[config.mk]
export PLATFORM = sky130hd
export DESIGN_NAME = motoro301_uart_cmd_rx
export DESIGN_NICKNAME = d
export VERILOG_FILES = /design/src/rtl/motoro301_pkg.sv /design/src/rtl/motoro301_uart_rx.sv /design/src/rtl/motoro301_uart_cmd_rx.sv
export SDC_FILE = /design/constraint.sdc
export NUM_CORES = 1
export LEC_CHECK = 0
export ABC_AREA = 0
export BUFFER_PORTS_ARGS = -buffer_cell sky130_fd_sc_hd__buf_2
export CAP_MARGIN = 30
export CORE_MARGIN = 10
export CORE_UTILIZATION = 59
export DETAILED_ROUTE_END_ITERATION = 6
export PLACE_DENSITY = 0.78
export SYNTH_ARGS = -nofsm -noshare
export SYNTH_HDL_FRONTEND = slang
export SYNTH_SLANG_ARGS = --single-unit
[constraint.sdc]
create_clock -name clk50mhz -period 2.4 [get_ports clk50mhz]
set_clock_uncertainty 0.15 [all_clocks]
set_input_delay 0.24 -clock clk50mhz [delete_from_list [all_inputs] [get_ports clk50mhz]]
set_output_delay 0.24 -clock clk50mhz [all_outputs]
set_load 0.01 [all_outputs]
[src/rtl/motoro301_pkg.sv]
// Shared definitions for the UART command receiver: command bytes,
// receive FSM encoding and the default bit period.
package motoro301_pkg;

    // 50 MHz / 115200 baud
    localparam int DEFAULT_CLKS_PER_BIT = 434;

    // Receive FSM encoding
    localparam logic [1:0] ST_IDLE  = 2'd0;
    localparam logic [1:0] ST_START = 2'd1;
    localparam logic [1:0] ST_DATA  = 2'd2;
    localparam logic [1:0] ST_STOP  = 2'd3;

    // ASCII command bytes (case-sensitive)
    localparam logic [7:0] CMD_START = 8'h53; // 'S'
    localparam logic [7:0] CMD_STOP  = 8'h54; // 'T'
    localparam logic [7:0] CMD_FSTOP = 8'h58; // 'X'
    localparam logic [7:0] CMD_INV   = 8'h52; // 'R'
    localparam logic [7:0] CMD_INC   = 8'h2B; // '+'
    localparam logic [7:0] CMD_DEC   = 8'h2D; // '-'

    // True when the byte is one of the recognised commands
    function automatic logic is_command(input logic [7:0] b);
        logic hit;
        case (b)
            CMD_START, CMD_STOP, CMD_FSTOP,
            CMD_INV, CMD_INC, CMD_DEC: hit = 1'b1;
            default:                   hit = 1'b0;
        endcase
        return hit;
    endfunction

endpackage

[src/rtl/motoro301_uart_rx.sv]
// UART 8N1 receiver: input synchroniser, start/data/stop FSM and the
// raw byte / valid / framing-error strobes (one cycle each).
module motoro301_uart_rx
    import motoro301_pkg::*;
#(
    parameter int CLKS_PER_BIT = DEFAULT_CLKS_PER_BIT,
    parameter int SYNC_STAGES  = 2
) (
    input  logic       clk_i,
    input  logic       rst_i,
    input  logic       rx_i,
    output logic [7:0] byte_o,
    output logic       valid_o,
    output logic       frame_err_o
);

    localparam logic [15:0] BIT_LAST  = 16'(CLKS_PER_BIT - 1);
    localparam logic [15:0] HALF_LAST = 16'((CLKS_PER_BIT / 2) - 1);

    logic [SYNC_STAGES-1:0] sync_q;
    logic                   rx_s;

    logic [1:0]  state_q,     state_d;
    logic [15:0] baud_q,      baud_d;
    logic [2:0]  bit_cnt_q,   bit_cnt_d;
    logic [7:0]  shift_q,     shift_d;
    logic [7:0]  byte_q,      byte_d;
    logic        valid_q,     valid_d;
    logic        frame_err_q, frame_err_d;

    // Synchroniser flops reset to idle-high so release never looks like a start bit
    always_ff @(posedge clk_i or posedge rst_i) begin
        if (rst_i) begin
            sync_q <= '1;
        end else begin
            sync_q <= {sync_q[SYNC_STAGES-2:0], rx_i};
        end
    end

    assign rx_s = sync_q[SYNC_STAGES-1];

    // Next-state logic: half-bit start qualification, then full-bit sampling
    always_comb begin
        state_d     = state_q;
        baud_d      = baud_q;
        bit_cnt_d   = bit_cnt_q;
        shift_d     = shift_q;
        byte_d      = byte_q;
        valid_d     = 1'b0;
        frame_err_d = 1'b0;
        case (state_q)
            ST_IDLE: begin
                baud_d    = 16'd0;
                bit_cnt_d = 3'd0;
                if (!rx_s) begin
                    state_d = ST_START;
                end else begin
                    state_d = ST_IDLE;
                end
            end
            ST_START: begin
                if (baud_q == HALF_LAST) begin
                    baud_d = 16'd0;
                    // Line back high at mid-start: treat as a glitch
                    if (rx_s) begin
                        state_d = ST_IDLE;
                    end else begin
                        state_d = ST_DATA;
                    end
                end else begin
                    baud_d = baud_q + 16'd1;
                end
            end
            ST_DATA: begin
                if (baud_q == BIT_LAST) begin
                    baud_d    = 16'd0;
                    shift_d   = {rx_s, shift_q[7:1]};
                    bit_cnt_d = bit_cnt_q + 3'd1;
                    if (bit_cnt_q == 3'd7) begin
                        state_d = ST_STOP;
                    end else begin
                        state_d = ST_DATA;
                    end
                end else begin
                    baud_d = baud_q + 16'd1;
                end
            end
            ST_STOP: begin
                if (baud_q == BIT_LAST) begin
                    baud_d  = 16'd0;
                    state_d = ST_IDLE;
                    if (rx_s) begin
                        valid_d = 1'b1;
                        byte_d  = shift_q;
                    end else begin
                        frame_err_d = 1'b1;
                    end
                end else begin
                    baud_d = baud_q + 16'd1;
                end
            end
            default: begin
                state_d   = ST_IDLE;
                baud_d    = 16'd0;
                bit_cnt_d = 3'd0;
            end
        endcase
    end

    // Receiver state registers
    always_ff @(posedge clk_i or posedge rst_i) begin
        if (rst_i) begin
            state_q     <= ST_IDLE;
            baud_q      <= 16'd0;
            bit_cnt_q   <= 3'd0;
            shift_q     <= 8'h00;
            byte_q      <= 8'h00;
            valid_q     <= 1'b0;
            frame_err_q <= 1'b0;
        end else begin
            state_q     <= state_d;
            baud_q      <= baud_d;
            bit_cnt_q   <= bit_cnt_d;
            shift_q     <= shift_d;
            byte_q      <= byte_d;
            valid_q     <= valid_d;
            frame_err_q <= frame_err_d;
        end
    end

    assign byte_o      = byte_q;
    assign valid_o     = valid_q;
    assign frame_err_o = frame_err_q;

endmodule

[src/rtl/motoro301_uart_cmd_rx.sv]
// UART command receiver top: turns received ASCII bytes into the motor
// controller's level requests and frequency step pulses.
module motoro301_uart_cmd_rx
    import motoro301_pkg::*;
#(
    parameter int CLKS_PER_BIT = DEFAULT_CLKS_PER_BIT,
    parameter int SYNC_STAGES  = 2
) (
    input  logic       clk50mhz,
    input  logic       reset,
    input  logic       uRx,
    output logic [7:0] rxData,
    output logic       rxValid,
    output logic       frameErr,
    output logic       cmdErr,
    output logic       m3start,
    output logic       m3forceStop,
    output logic       m3invRotate,
    output logic       m3freqINC,
    output logic       m3freqDEC
);

    logic [7:0] rx_byte_s;
    logic       rx_valid_s;
    logic       frame_err_s;

    logic [7:0] rx_data_q,   rx_data_d;
    logic       rx_valid_q,  rx_valid_d;
    logic       frame_err_q, frame_err_d;
    logic       cmd_err_q,   cmd_err_d;
    logic       start_q,     start_d;
    logic       fstop_q,     fstop_d;
    logic       inv_q,       inv_d;
    logic       inc_q,       inc_d;
    logic       dec_q,       dec_d;

    motoro301_uart_rx #(
        .CLKS_PER_BIT (CLKS_PER_BIT),
        .SYNC_STAGES  (SYNC_STAGES)
    ) u_rx (
        .clk_i       (clk50mhz),
        .rst_i       (reset),
        .rx_i        (uRx),
        .byte_o      (rx_byte_s),
        .valid_o     (rx_valid_s),
        .frame_err_o (frame_err_s)
    );

    // Command decode; the raw strobes are re-timed so every output moves on the same edge
    always_comb begin
        rx_data_d   = rx_data_q;
        rx_valid_d  = rx_valid_s;
        frame_err_d = frame_err_s;
        cmd_err_d   = 1'b0;
        start_d     = start_q;
        fstop_d     = fstop_q;
        inv_d       = inv_q;
        inc_d       = 1'b0;
        dec_d       = 1'b0;
        if (rx_valid_s) begin
            rx_data_d = rx_byte_s;
            case (rx_byte_s)
                CMD_START: begin
                    start_d = 1'b1;
                    fstop_d = 1'b0;
                end
                CMD_STOP:  start_d = 1'b0;
                CMD_FSTOP: begin
                    fstop_d = 1'b1;
                    start_d = 1'b0;
                end
                CMD_INV:   inv_d   = ~inv_q;
                CMD_INC:   inc_d   = 1'b1;
                CMD_DEC:   dec_d   = 1'b1;
                default:   cmd_err_d = ~is_command(rx_byte_s);
            endcase
        end else begin
            cmd_err_d = 1'b0;
        end
    end

    // Output registers; reset clears every output at once, including mid-frame
    always_ff @(posedge clk50mhz or posedge reset) begin
        if (reset) begin
            rx_data_q   <= 8'h00;
            rx_valid_q  <= 1'b0;
            frame_err_q <= 1'b0;
            cmd_err_q   <= 1'b0;
            start_q     <= 1'b0;
            fstop_q     <= 1'b0;
            inv_q       <= 1'b0;
            inc_q       <= 1'b0;
            dec_q       <= 1'b0;
        end else begin
            rx_data_q   <= rx_data_d;
            rx_valid_q  <= rx_valid_d;
            frame_err_q <= frame_err_d;
            cmd_err_q   <= cmd_err_d;
            start_q     <= start_d;
            fstop_q     <= fstop_d;
            inv_q       <= inv_d;
            inc_q       <= inc_d;
            dec_q       <= dec_d;
        end
    end

    assign rxData      = rx_data_q;
    assign rxValid     = rx_valid_q;
    assign frameErr    = frame_err_q;
    assign cmdErr      = cmd_err_q;
    assign m3start     = start_q;
    assign m3forceStop = fstop_q;
    assign m3invRotate = inv_q;
    assign m3freqINC   = inc_q;
    assign m3freqDEC   = dec_q;

endmodule
==> results by group, run 1 <==
Status
  – Status: completed

Synth
  – Cells after Synth: 212
  – Mean post-synth cell area: 12.11 sq um
  – Leading area contributor after synthesis: dfrtp_1
  – Ys flop type: dfrtp_1
  – Post-synth EDFFs: 0
  – Async set-reset flop share out of synthesis: 100.0%
  – Synth top area cells: dfrtp_1, mux2_2, xnor2_1, nor2_1, ha_1
  – Mapped cell area: 2567 sq um
  – Synthesized flop and latch total: 57
  – Netlist cell types: 42
  – Yosys warning count: 0
  – Sequential area share after synthesis: 55.65%
  – Yosys top cell area share: 53.61%
  – Syn nets: 220

Clock tree
  – Root buf cell: clkbuf_8
  – Worst-path clk slew: 60 ps
  – Clk sinks: 57
  – # resized after CTS: 0
  – CTS tree: done
  – Setup Buffers After CTS: 0
  – H-Tree Depth: 3
  – CTS max path bufs: 2
  – Clock Latency Late Sink: 330 ps
  – Number of buffers created by CTS: 9

Setup path
  – R2r worst-path depth: 4
  – Crit end category: register
  – Req. time, crit path: 2460 ps
  – CP Launch Type: register
  – Slowest CP cell: dfrtp_1
  – Worst setup path start: u_rx.baud_q[10]
  – Largest delay share family, worst path: simple AND/OR/NAND/NOR gates
  – WP depth: 4
  – WS Path Type: reg -> reg
  – Worst Path Buf+Inv: 0
  – CP Cell Sequence: nor4_4, nand4_4, nor3_4, mux2_2
  – R2R Path End: u_rx.shift_q[2]
  – CP Capture Point: u_rx.shift_q[2]
  – Slowest cell delay on critical path: 450 ps
  – Arr. time, crit path: 2180 ps
  – CP max FO: 9
  – FF-to-FF Start: u_rx.baud_q[10]
  – Reg2Reg Setup Slack: 280 ps

Drt
  – Vias/cell: 5.643
  – # DRC: 0
  – Vias: 1659
  – DRT Pass-1 Iters: 4
  – WL/cell: 15.10 um
  – Routed Antenna Nets: 0
  – Routed WL: 4.440 mm
  – Wl on met1: 2.038 mm
  – Met2 wire len: 2.034 mm
  – Top sig layer: met4
  – Routed wl met3: 272 um
  – Initial DRC count: 117

Placement
  – Post-DP HPWL: 3.132 mm
  – Port bufs: 18
  – GP Congestion: 0.7737

Global route
  – GRT overflow: 0
  – Initial antenna violation count: 0
  – Total track usage: 13.57%
  – Vias in the first global route: 1753
  – Largest net degree at the start of global routing: 25
  – First-pass GRT wire length: 8.052 mm

Power
  – VDD IR-drop max: 0.4602 mV
  – Leak Pwr: 1.425 nW
  – Final Total Pwr: 1.846 mW
  – PD cells: 631.8 nW/um^2

Job
  – Maxcap violations: 0

Floorplanning
  – Placement row count: 23
  – Die area: 7390 sq um
  – Initial Utilization: 62.39%
  – DIE WIDTH: 85.97 um
  – Placeable Area: 4115 sq um
  – Overall die height: 85.97 um
  – Ports: 19

Cells and area
  – Fraction of layout cells with a size suffix above 1: 27.46%
  – Area Growth Syn to Fin: 13.79%
  – Final net count: 247
  – Ant. Diodes: 0

Timing
  – Final hold vios: 0
  – Setup TNS: 0 ps
  – Slew HR: 66.44%
  – Worst Tran Pin Value: 503.4 ps
  – Crit share post-route: 88.19%
  – F_max: 472.4 MHz
  – Setup violators final: 0
  – Minimum clock period after layout: 2117 ps
  – RSZ-0062 raised after global routing: no
  – Final Max Slew Viols: 0

Min path
  – HP Class: reg -> reg
-- synth_stat cells, types with 3 or more instances --
| master | count |
|---|---|
| nor4_1 | 5 |
| nand2_1 | 11 |
| nor3b_1 | 3 |
| a21oi_1 | 4 |
| xor2_1 | 5 |
| nor2b_1 | 5 |
| dfrtp_1 | 55 |
| mux2_2 | 23 |
| clkbuf_1 | 5 |
| ha_1 | 5 |
| xnor2_1 | 10 |
| o2bb2ai_1 | 3 |
| nand3_1 | 4 |
| nand4_1 | 7 |
| nor2_1 | 21 |
| and3_1 | 3 |
| inv_1 | 7 |
| nor3_1 | 6 |
-- cell type report --
cell class	count	area, sq um
inverter	7	26.28
sequential	57	1429
tap	50	62.56
timing repair buffer	23	132.6
clock buffer	13	148.9
multi-input combinational	141	1082
fill	297	1194
clock inverter	3	40.04
-- per-layer routing --
metal,track usage (%),vias up
met3,4.920,11
li1,-,803
met4,8.084,0
met2,20.55,34
met1,16.12,811
met5,0,-
-- through the flow --
stage / std cells / area [sq um] / worst slack (ps) / hold WS, ps / util (%)
2_1_floorplan: 212 / 2567 / 451.5 / 94.48 / -
3_3_place_gp: 276 / 2713 / 324.9 / 134.3 / 65.92
3_5_place_dp: 276 / 2713 / 285.5 / 134.0 / 65.92
4_1_cts: 294 / 2922 / 254.4 / 206.3 / 70.99
5_1_grt: 294 / 2922 / 153.2 / 214.1 / 70.99
6_report: 294 / 2922 / 283.3 / 205.0 / 70.99
-- power breakdown --
part | switching [mW] | total [mW] | internal, mW | leakage (nW)
clock | 0.348 | 0.853 | 0.505 | 0.0974
combinational | 0.0203 | 0.0269 | 0.00655 | 0.553
sequential | 0.00119 | 0.966 | 0.964 | 0.775
total | 0.370 | 1.85 | 1.48 | 1.42
-- layout by cell type, fill, tap and decap left out, types with 2 or more instances in the layout --
| master | instances |
|---|---|
| a21oi_1 | 4 |
| and3_1 | 3 |
| and4_1 | 2 |
| buf_2 | 18 |
| buf_4 | 3 |
| clkbuf_1 | 3 |
| clkbuf_8 | 10 |
| clkinv_2 | 2 |
| dfrtp_1 | 55 |
| dfstp_2 | 2 |
| dlygate4sd3_1 | 2 |
| ha_1 | 5 |
| inv_1 | 6 |
| mux2_1 | 2 |
| mux2_2 | 23 |
| nand2_1 | 11 |
| nand3_1 | 4 |
| nand4_1 | 7 |
| nor2_1 | 21 |
| nor2b_1 | 5 |
| nor3_1 | 6 |
| nor3_4 | 2 |
| nor3b_1 | 3 |
| nor4_1 | 5 |
| o211ai_1 | 2 |
| o2bb2ai_1 | 3 |
| or3_1 | 2 |
| xnor2_1 | 10 |
| xor2_1 | 5 |
-- cell families (layout without fill, tap and decap cells) --
family / count (synthesis) / count (layout) / synth area share, %
compound gates: 15 / 15 / 4.483
buf+inv: 14 / 46 / 2.193
xor+xnor: 15 / 15 / 5.117
mux: 25 / 25 / 10.96
simple gates: 81 / 81 / 19.15
fa+ha+maj: 5 / 5 / 2.437
flops: 57 / 57 / 55.65
-- sequential cells by signal, summed over array words and instances (netlist names), 2 cells and up, named ones only --
signal	cells
u_rx.shift_q	8
u_rx.byte_o	8
u_rx.baud_q	16
rxData	8
u_rx.sync_q	2
u_rx.bit_cnt_q	3
-- repair_timing --
action                     CTS  global route
hold endpoints to repair    21             0
hold buffers                 2             0
setup endpoints to repair    0             0
-- worst min path at each step --
stage	start	endpoint	slack [ps]	cells after the start
after global routing	u_rx.sync_q[0]	u_rx.sync_q[1]	210	0
final	u_rx.sync_q[0]	u_rx.sync_q[1]	200	0
after detailed placement	reset	u_rx.baud_q[14]	130	2
after global placement	reset	u_rx.baud_q[14]	130	2
after CTS	u_rx.sync_q[0]	u_rx.sync_q[1]	210	0
after floorplan	uRx	u_rx.sync_q[0]	90	0
Note: power is estimated with default switching activity, not from simulation.
==> run 2: changes to the inputs <==
- CORE_ASPECT_RATIO: unset -> 1.4
==> results by group, run 2 (synthesis results as in run 1) <==
Clock tree
  – Root buf cell: clkbuf_8
  – Setup Buffers After CTS: 0 (unchanged)
  – Clock Latency Late Sink: 340 ps (about the same)
  – # resized after CTS: 0 (unchanged)
  – CTS tree: done
  – CTS max path bufs: 2 (unchanged)
  – H-Tree Depth: 3 (unchanged)
  – Number of buffers created by CTS: 9 (unchanged)
  – Clk sinks: 57 (unchanged)
  – Worst-path clk slew: 70 ps (about the same)

Timing
  – Minimum clock period after layout: 2119 ps (+2.157 ps)
  – Setup TNS: 0 ps (unchanged)
  – RSZ-0062 raised after global routing: no
  – Setup violators final: 0 (unchanged)
  – F_max: 472.0 MHz (-0.10%)
  – Final setup slack of the worst path: 281.2 ps (-2.157 ps)
  – Worst Tran Pin Value: 427.4 ps (-75.99 ps)
  – Hold WS: 206.1 ps (+1.154 ps)
  – Crit share post-route: 88.28% (+0.090 points)
  – Slew HR: 71.41% (+5.0 points)
  – Final hold vios: 0 (unchanged)
  – Final Max Slew Viols: 0 (unchanged)

Floorplanning
  – Die area: 7428 sq um (+0.51%)
  – Ports: 19 (unchanged)
  – Initial Utilization: 61.07% (-1.3 points)
  – Placement row count: 28 (+22%)
  – Overall die height: 98.06 um (+14%)
  – Placeable Area: 4204 sq um (+2.2%)
  – DIE WIDTH: 75.75 um (-12%)

Setup path
  – Slowest cell delay on critical path: 460 ps (about the same)
  – FF-to-FF Start: u_rx.baud_q[10]
  – Slowest CP cell: dfrtp_1
  – CP Capture Point: u_rx.shift_q[5]
  – Worst Path Buf+Inv: 0 (unchanged)
  – Arr. time, crit path: 2190 ps (about the same)
  – Largest delay share family, worst path: simple AND/OR/NAND/NOR gates
  – CP max FO: 9 (unchanged)
  – R2R Path End: u_rx.shift_q[5]
  – Worst setup path start: u_rx.baud_q[10]
  – Reg2Reg Setup Slack: 280 ps (about the same)
  – Crit end category: register
  – R2r worst-path depth: 4 (unchanged)
  – Req. time, crit path: 2470 ps (about the same)
  – WP depth: 4 (unchanged)
  – CP Launch Type: register
  – WS Path Type: reg -> reg
  – CP Cell Sequence: nor4_4, nand4_4, nor3_4, mux2_2

Placement
  – Port bufs: 18 (unchanged)
  – Pre-CTS setup slack: 275.9 ps (-9.562 ps)
  – Post-DP HPWL: 3.279 mm (+4.7%)
  – Post-DP Area: 2714 sq um (about the same)
  – Post-Place Cells: 272 (-1.4%)
  – GP Congestion: 0.8547 (+10%)

Global route
  – Initial antenna violation count: 0 (unchanged)
  – GRT overflow: 0 (unchanged)
  – First-pass GRT wire length: 7.769 mm (-3.5%)
  – Total track usage: 13.64% (+0.067 points)
  – Largest net degree at the start of global routing: 24 (-4.0%)
  – Vias in the first global route: 1688 (-3.7%)

Cells and area
  – Final non-filler cell total: 290 (-1.4%)
  – Final net count: 248 (+0.40%)
  – Commonest non-fill, non-tap cells in the layout: dfrtp_1, mux2_2, nor2_1
  – Fraction of layout cells with a size suffix above 1: 28.98% (+1.5 points)
  – Final Cell Area: 2949 sq um (+0.94%)
  – Commonest non-fill, non-tap cell in the layout: dfrtp_1
  – Largest register by flop count: u_rx.baud_q
  – Area Growth Syn to Fin: 14.86%
  – Ant. Diodes: 0 (unchanged)
  – Max reg flops: 16 (unchanged)
  – Fill cell count: 306 (+3.0%)

Drt
  – Routed WL: 4.567 mm (+2.9%)
  – # DRC: 0 (unchanged)
  – Vias/cell: 5.755 (+2.0%)
  – Initial DRC count: 61 (-48%)
  – Vias: 1669 (+0.60%)
  – DRT Pass-1 Iters: 4 (unchanged)
  – Routed Antenna Nets: 0 (unchanged)
  – WL/cell: 15.75 um (+4.3%)

Min path
  – HP Class: reg -> reg

Power
  – PD cells: 657.3 nW/um^2 (+4.0%)
  – VDD IR-drop max: 0.5270 mV (+15%)
  – Leak Pwr: 1.437 nW (+0.89%)

Status
  – Status: completed

Job
  – Maxcap violations: 0 (unchanged)
[run 2: worst min-delay path by stage]
stage / startpoint / end / slack (ps) / cells after the start
2_1_floorplan: uRx / u_rx.sync_q[0] / 90 / 0
3_3_place_gp: reset / u_rx.baud_q[11] / 80 / 2
3_5_place_dp: reset / u_rx.baud_q[11] / 90 / 2
4_1_cts: u_rx.sync_q[0] / u_rx.sync_q[1] / 210 / 0
5_1_grt: u_rx.sync_q[0] / u_rx.sync_q[1] / 220 / 0
6_report: u_rx.sync_q[0] / u_rx.sync_q[1] / 210 / 0
[run 2: per-stage QoR]
stage	util, %	power, mW
2_1_floorplan	-	0.9987
3_3_place_gp	64.55	1.008
3_5_place_dp	64.55	1.009
4_1_cts	70.15	1.959
5_1_grt	70.15	2.007
6_report	70.15	1.938
[run 2: routing by layer]
| layer | GRT usage [%] | up-vias | wire length (um) |
|---|---|---|---|
| li1 | - | 804 | - |
| met1 | 14.63 | 816 | 1861 |
| met5 | 0 | - | 0 |
| met4 | 6.743 | 0 | 122 |
| met2 | 22.05 | 37 | 2313 |
| met3 | 5.775 | 12 | 269 |
[run 2: power breakdown]
part	internal (mW)	switching (mW)	total, mW
clock	0.562	0.385	0.947
combinational	0.00656	0.0201	0.0267
sequential	0.964	0.00108	0.965
total	1.53	0.406	1.94
[run 2: area by class of cell]
| type | instances | area [sq um] | share of cell area [%] |
|---|---|---|---|
| Sequential cell | 57 | 1429 | 48.45 |
| Clock buffer | 12 | 165.2 | 5.600 |
| Multi-Input combinational cell | 141 | 1082 | 36.70 |
| Inverter | 7 | 26.28 | 0.8910 |
| Tap cell | 45 | 56.30 | 1.909 |
| Timing Repair Buffer | 24 | 140.1 | 4.752 |
| Clock inverter | 4 | 50.05 | 1.697 |
[run 2: repair_timing]
| action | CTS | global route |
|---|---|---|
| hold buffers | 2 | 0 |
| hold endpoints to repair | 16 | 0 |
| setup endpoints to repair | 0 | 0 |
[run 2: worst register-to-register path, cell delays in order, from the launching register on]
cell	delay, ps
dfrtp_1	460
nor4_4	410
nand4_4	180
nor3_4	420
mux2_2	390
